### config.mk
export PLATFORM = sky130hd
export DESIGN_NAME = matmul_ctrl
export DESIGN_NICKNAME = d
export VERILOG_FILES = /design/src/rtl/matmul_ctrl.sv
export SDC_FILE = /design/constraint.sdc
export NUM_CORES = 1
export LEC_CHECK = 0
export BUFFER_PORTS_ARGS = -buffer_cell sky130_fd_sc_hd__buf_2
export CELL_PAD_IN_SITES_DETAIL_PLACEMENT = 1
export CELL_PAD_IN_SITES_GLOBAL_PLACEMENT = 2
export CORE_ASPECT_RATIO = 2
export CORE_MARGIN = 3
export CORE_UTILIZATION = 30
export DETAILED_ROUTE_END_ITERATION = 6
export PLACE_DENSITY = 0.81
export SYNTH_ARGS = -nofsm -noshare
export SYNTH_HDL_FRONTEND = slang
export SYNTH_SLANG_ARGS = --single-unit
### constraint.sdc
create_clock -name clk -period 2.7 [get_ports clk]
set_input_delay 0.405 -clock clk [delete_from_list [all_inputs] [get_ports clk]]
set_output_delay 0.405 -clock clk [all_outputs]
set_load 0.05 [all_outputs]
### src/rtl/matmul_ctrl.sv
// matmul_ctrl: sequencing controller for the 8-bit matrix-multiply datapath.
// Loads A and B from a byte stream, runs the MAC schedule one C element at a
// time (CLR, N x MAC, DRAIN, WR), then streams each 18-bit result as 3 bytes.
// Optional build macro MATMUL_CYCLE_CNT_EN adds a saturating busy-cycle counter.
module matmul_ctrl #(
    parameter int N             = 4,
    parameter int ADDRESS_WIDTH = 6
) (
    input  logic                     clk,
    input  logic                     rst,
    input  logic                     start,
    input  logic                     in_valid,
    output logic                     in_ready,
    output logic                     out_valid,
    input  logic                     out_ready,
    output logic                     busy,
    output logic                     done,
    output logic                     m1EN,
    output logic                     m1rEN,
    output logic                     m1wEN,
    output logic                     m2EN,
    output logic                     m2rEN,
    output logic                     m2wEN,
    output logic                     m3EN,
    output logic                     m3rEN,
    output logic                     m3wEN,
    output logic                     mult_ld,
    output logic                     mult_rst,
    output logic [ADDRESS_WIDTH-1:0] addr1,
    output logic [ADDRESS_WIDTH-1:0] addr2,
    output logic [ADDRESS_WIDTH-1:0] addr3,
`ifdef MATMUL_CYCLE_CNT_EN
    output logic [15:0]              cycle_cnt,
`endif
    output logic [1:0]               shift_cnt
);

    localparam int AW = ADDRESS_WIDTH;
    localparam logic [AW-1:0] NL   = AW'(N);
    localparam logic [AW-1:0] NM1  = AW'(N - 1);
    localparam logic [AW-1:0] LAST = AW'(N * N - 1);

    typedef enum logic [3:0] {
        IDLE, LOAD_A, LOAD_B, CLR, MAC, DRAIN, WR, OUT_RD, OUT_SEND, DONE
    } state_t;

    state_t state, state_nx;
    logic [AW-1:0] i, j, k, e;
    logic [1:0]    s;
    logic          ld_q;

    // State register
    always_ff @(posedge clk or negedge rst) begin
        if (!rst) state <= IDLE;
        else      state <= state_nx;
    end

    // Next-state logic
    always_comb begin
        state_nx = state;
        case (state)
            IDLE:     if (start) state_nx = LOAD_A;
            LOAD_A:   if (in_valid && e == LAST) state_nx = LOAD_B;
            LOAD_B:   if (in_valid && e == LAST) state_nx = CLR;
            CLR:      state_nx = MAC;
            MAC:      if (k == NM1) state_nx = DRAIN;
            DRAIN:    state_nx = WR;
            WR:       state_nx = (i == NM1 && j == NM1) ? OUT_RD : CLR;
            OUT_RD:   state_nx = OUT_SEND;
            OUT_SEND: if (out_ready && s == 2'd2) state_nx = (e == LAST) ? DONE : OUT_RD;
            DONE:     state_nx = IDLE;
            default:  state_nx = IDLE;
        endcase
    end

    // Loop counters: e = element/byte index, i/j = C coordinates, k = MAC step, s = byte select
    always_ff @(posedge clk or negedge rst) begin
        if (!rst) begin
            i <= '0; j <= '0; k <= '0; e <= '0; s <= '0;
        end else begin
            case (state)
                IDLE:   if (start) e <= '0;
                LOAD_A: if (in_valid) e <= (e == LAST) ? '0 : e + 1'b1;
                LOAD_B: if (in_valid) begin
                    e <= (e == LAST) ? '0 : e + 1'b1;
                    if (e == LAST) begin
                        i <= '0;
                        j <= '0;
                    end
                end
                CLR:    k <= '0;
                MAC:    k <= k + 1'b1;
                WR: begin
                    if (j == NM1) begin
                        j <= '0;
                        i <= i + 1'b1;
                    end else begin
                        j <= j + 1'b1;
                    end
                    if (i == NM1 && j == NM1) e <= '0;
                end
                OUT_RD: s <= '0;
                OUT_SEND: if (out_ready) begin
                    if (s == 2'd2) begin
                        s <= '0;
                        e <= e + 1'b1;
                    end else begin
                        s <= s + 1'b1;
                    end
                end
                default: ;
            endcase
        end
    end

    // Read data lands one cycle after issue, so the accumulate strobe is the delayed read flag
    always_ff @(posedge clk or negedge rst) begin
        if (!rst) ld_q <= 1'b0;
        else      ld_q <= (state == MAC);
    end

    // Output decode from current state
    always_comb begin
        in_ready  = 1'b0;
        out_valid = 1'b0;
        done      = 1'b0;
        m1rEN     = 1'b0; m1wEN = 1'b0;
        m2rEN     = 1'b0; m2wEN = 1'b0;
        m3rEN     = 1'b0; m3wEN = 1'b0;
        mult_rst  = 1'b0;
        addr1     = '0;
        addr2     = '0;
        addr3     = '0;
        shift_cnt = '0;
        case (state)
            LOAD_A: begin
                in_ready = 1'b1;
                if (in_valid) begin m1wEN = 1'b1; addr1 = e; end
            end
            LOAD_B: begin
                in_ready = 1'b1;
                if (in_valid) begin m2wEN = 1'b1; addr2 = e; end
            end
            CLR: mult_rst = 1'b1;
            MAC: begin
                m1rEN = 1'b1;
                m2rEN = 1'b1;
                addr1 = i * NL + k;
                addr2 = k * NL + j;
            end
            WR: begin
                m3wEN = 1'b1;
                addr3 = i * NL + j;
            end
            OUT_RD: begin
                m3rEN = 1'b1;
                addr3 = e;
            end
            OUT_SEND: begin
                // re-issuing the same read keeps the result word stable across stalls
                m3rEN     = 1'b1;
                addr3     = e;
                out_valid = 1'b1;
                shift_cnt = s;
            end
            DONE: done = 1'b1;
            default: ;
        endcase
    end

    assign busy    = (state != IDLE);
    assign mult_ld = ld_q;
    assign m1EN    = m1rEN | m1wEN;
    assign m2EN    = m2rEN | m2wEN;
    assign m3EN    = m3rEN | m3wEN;

`ifdef MATMUL_CYCLE_CNT_EN
    // Busy-cycle counter: cleared when a start is taken, saturates, holds in IDLE
    always_ff @(posedge clk or negedge rst) begin
        if (!rst)                          cycle_cnt <= '0;
        else if (state == IDLE && start)   cycle_cnt <= '0;
        else if (busy && cycle_cnt != 16'hFFFF) cycle_cnt <= cycle_cnt + 16'd1;
    end
`endif

endmodule

==> summary.md <==
| Metric | Value |
|---|---|
| IO Port Bufs | 39 |
| Die X | 68.8 µm |
| Post-synth EDFFs | 0 |
| GR Overflow Total | 0 |
| Critical Path RT | 2.30 ns |
| Register bit count reported by yosys | 31 |
| TNS Setup | 0 ns |
| Hold Vio Cnt, Final | 0 |
| P&R area growth vs syn | 20.8% |
| Initial antenna violation count | 0 |
| Core area | 7660 µm² |
| Post-CTS resize count | 0 |
| Max-cap violations | 0 |
| CTS tree | built |
| Slew Viols, Final | 0 |
| CTS H-Tree Depth | 2 |
| Post-Syn Nets | 285 |
| Num CTS Buffers | 5 |
| Clock buffer depth | 2 |
| Synth warn | 0 |
| Worst-Margin Slew | 0.754 ns |
| Largest net degree at the start of global routing | 32 |
| Simple-gate share of the synthesized area | 23.0% |
| Antenna Violating Nets Remaining | 0 |
| Crit-path max FO | 11 |
| Die height | 132 µm |
| Most frequent cells in the layout | 39 x buf_2, 31 x dfrtp_1, 26 x nand2_1 |
| Total number of vias | 2169 |
| Final period utilization | 94.7% |
| Min-Delay Path Class | in2async |
| Status | finished, final reports clean |
| FMAX | 0.391 GHz |
| Clock Skew | 0.00349 ns |
| Final Util | 37.4% |
| Gr usage total | 18.4% |
| Unrepaired setup endpoints after global routing | false |
| Router iterations before antenna repair | 4 |
| CP Capture Type | output pin |
| Netlist cell types | 54 |
| Post-Synth XOR/XNOR Area | 6.66% |
| Setup-failing EPs final | 0 |
| Die area | 9060 µm² |
| Startpoint types | register |
| DR WL/cell | 19.1 µm |
| Vias in the first global route | 2335 |
| Post-layout nets | 325 |
| Worst Path Arrival | 2.15 ns |
| Leak | 1.35 nW |
| Adder-Cell Fraction of Synth Area | 9.83% |
| Slew margin rel. | 49.7% |
| Largest family of logic cells by synthesized area | simple AND/OR/NAND/NOR gates |
| Type of the worst setup path | reg2out |
| Ant. Diodes | 0 |
| Mean cell area of the mapped netlist | 8.97 µm² |
| Syn Inst Count | 264 |
| Number of cell rows | 45 |
| Clock slew at the register clock pins of the worst setup and hold paths | 0.05 ns |
| Most common cell after layout, fill and taps aside | buf_2 |
| Total Power | 0.00296 W |
| Starting Density | 30.9% |
| Number of vias per cell | 5.44 |
| DRC | 0 |
| Max IR drop VDD | 0.314 mV |
| Power per cell area | 1040 nW/µm² |
| WL final | 7.62 mm |
| Synth Area in Compound Gates | 20.7% |
| Share of cells above drive strength 1 | 23.9% |
| First-pass GRT wire length | 12.3 mm |
| Min cycle time layout | 2.56 ns |
| Sequential fraction of the synthesis area | 32.8% |
| DP HPWL | 5.86 mm |
| Post-synthesis cell area | 2370 µm² |
| Worst-Skew Late Latency | 0.28 ns |
| GP Congestion | 0.815 |
| Synth Flop Type | dfrtp_1 |
| Clk root buf | clkbuf_16 |
| DR iter-0 viols | 112 |
| # IOs | 40 |
| CTS sink cnt | 31 |
| Async SR Flop Fraction | 100% |
| Mux contribution to synthesized area | 1.37% |
power by group:
group          internal [W]  switching [W]  leakage (nW)
Combinational      0.000504        0.00100         0.861
Clock              0.000458       0.000211        0.0868
Sequential         0.000568       0.000222         0.404
Total               0.00153        0.00143          1.35
state kept, by name (all words and copies together) (netlist names):
| name | count |
|---|---|
| e | 6 |
| s | 2 |
| mult_ld | 1 |
| k | 6 |
| i | 6 |
| state | 4 |
| j | 6 |
synthesized netlist by cell type, types with 3 or more instances:
cell type   n  share of area, %
a21oi_1    10               2.1
buf_2       3              0.63
nand4_1     5               1.3
nand2_1    26               4.1
nor3_1      4              0.85
xnor2_1     6               2.2
clkbuf_1    7               1.1
fa_1        3               2.5
dfrtp_1    31                33
a21o_1      3              0.95
and3_1      3              0.79
ha_1       13               6.9
nand3_1     6               1.3
nand2b_1    4               1.1
xor2_1     12               4.4
o31ai_1     4               1.3
a22o_1     13               4.8
o21ai_0    26               5.5
nor2_1     21               3.3
inv_1      15               2.4
cell families (layout without fill, tap and decap cells):
kind of cell / count (synthesis) / after routing
and+or+nand+nor: 93 / 93
AOI/OAI and AO/OA: 73 / 73
DFF: 31 / 31
buffers and inverters: 29 / 70
xor gates and xnor gates: 18 / 18
adders and majority gates: 17 / 17
muxes: 3 / 3
worst max-delay path, stage by stage (launching register included):
cell and delay [ns]:
dfrtp_1 0.57, nand2b_4 0.10, or3_1 0.47, o21ai_2 0.23, a22o_1 0.23, buf_2 0.27
through the flow:
stage,hold WS (ns),worst slack (ns),std cells,area (µm²)
5_1_grt,0.263,0.0369,399,2860
2_1_floorplan,0.109,0.0355,264,2380
3_5_place_dp,0.525,0.436,390,2670
3_3_place_gp,0.512,0.426,390,2670
6_report,0.187,0.144,399,2860
4_1_cts,0.227,0.120,398,2840
routing by layer:
| metal | GRT usage (%) | up-vias | wire length, µm |
|---|---|---|---|
| li1 | - | 1024 | - |
| met3 | 2.57 | 19 | 174 |
| met1 | 19.4 | 1083 | 2870 |
| met4 | 9.34 | 0 | 288 |
| met5 | 0 | - | 0 |
| met2 | 33.2 | 43 | 4290 |
cell type report:
cell class | instances | area [µm²]
Fill cell | 942 | 4800
Multi-Input combinational cell | 204 | 1470
Sequential cell | 31 | 776
Timing Repair Buffer | 47 | 268
Clock buffer | 6 | 139
Tap cell | 94 | 118
Inverter | 15 | 56.3
Clock inverter | 2 | 35.0
path summary, 6_finish.rpt:
kind,start,end,slack (ns),cells after the start
max,state[3],addr3[5],0.14,5
max in group asynchronous,rst,k[2],2.02,1
max reg2reg,state[0],e[5],0.46,6
min,rst,mult_ld,0.19,1
min reg2reg,k[5],k[5],0.53,1
min in group clk,k[5],k[5],0.53,1
what timing repair did:
item | in CTS | in global routing
hold buffers | 0 | 0
setup endpoints to repair | 0 | 3
buffers inserted | 0 | 1
No activity file was read; power rests on OpenSTA's default activity.
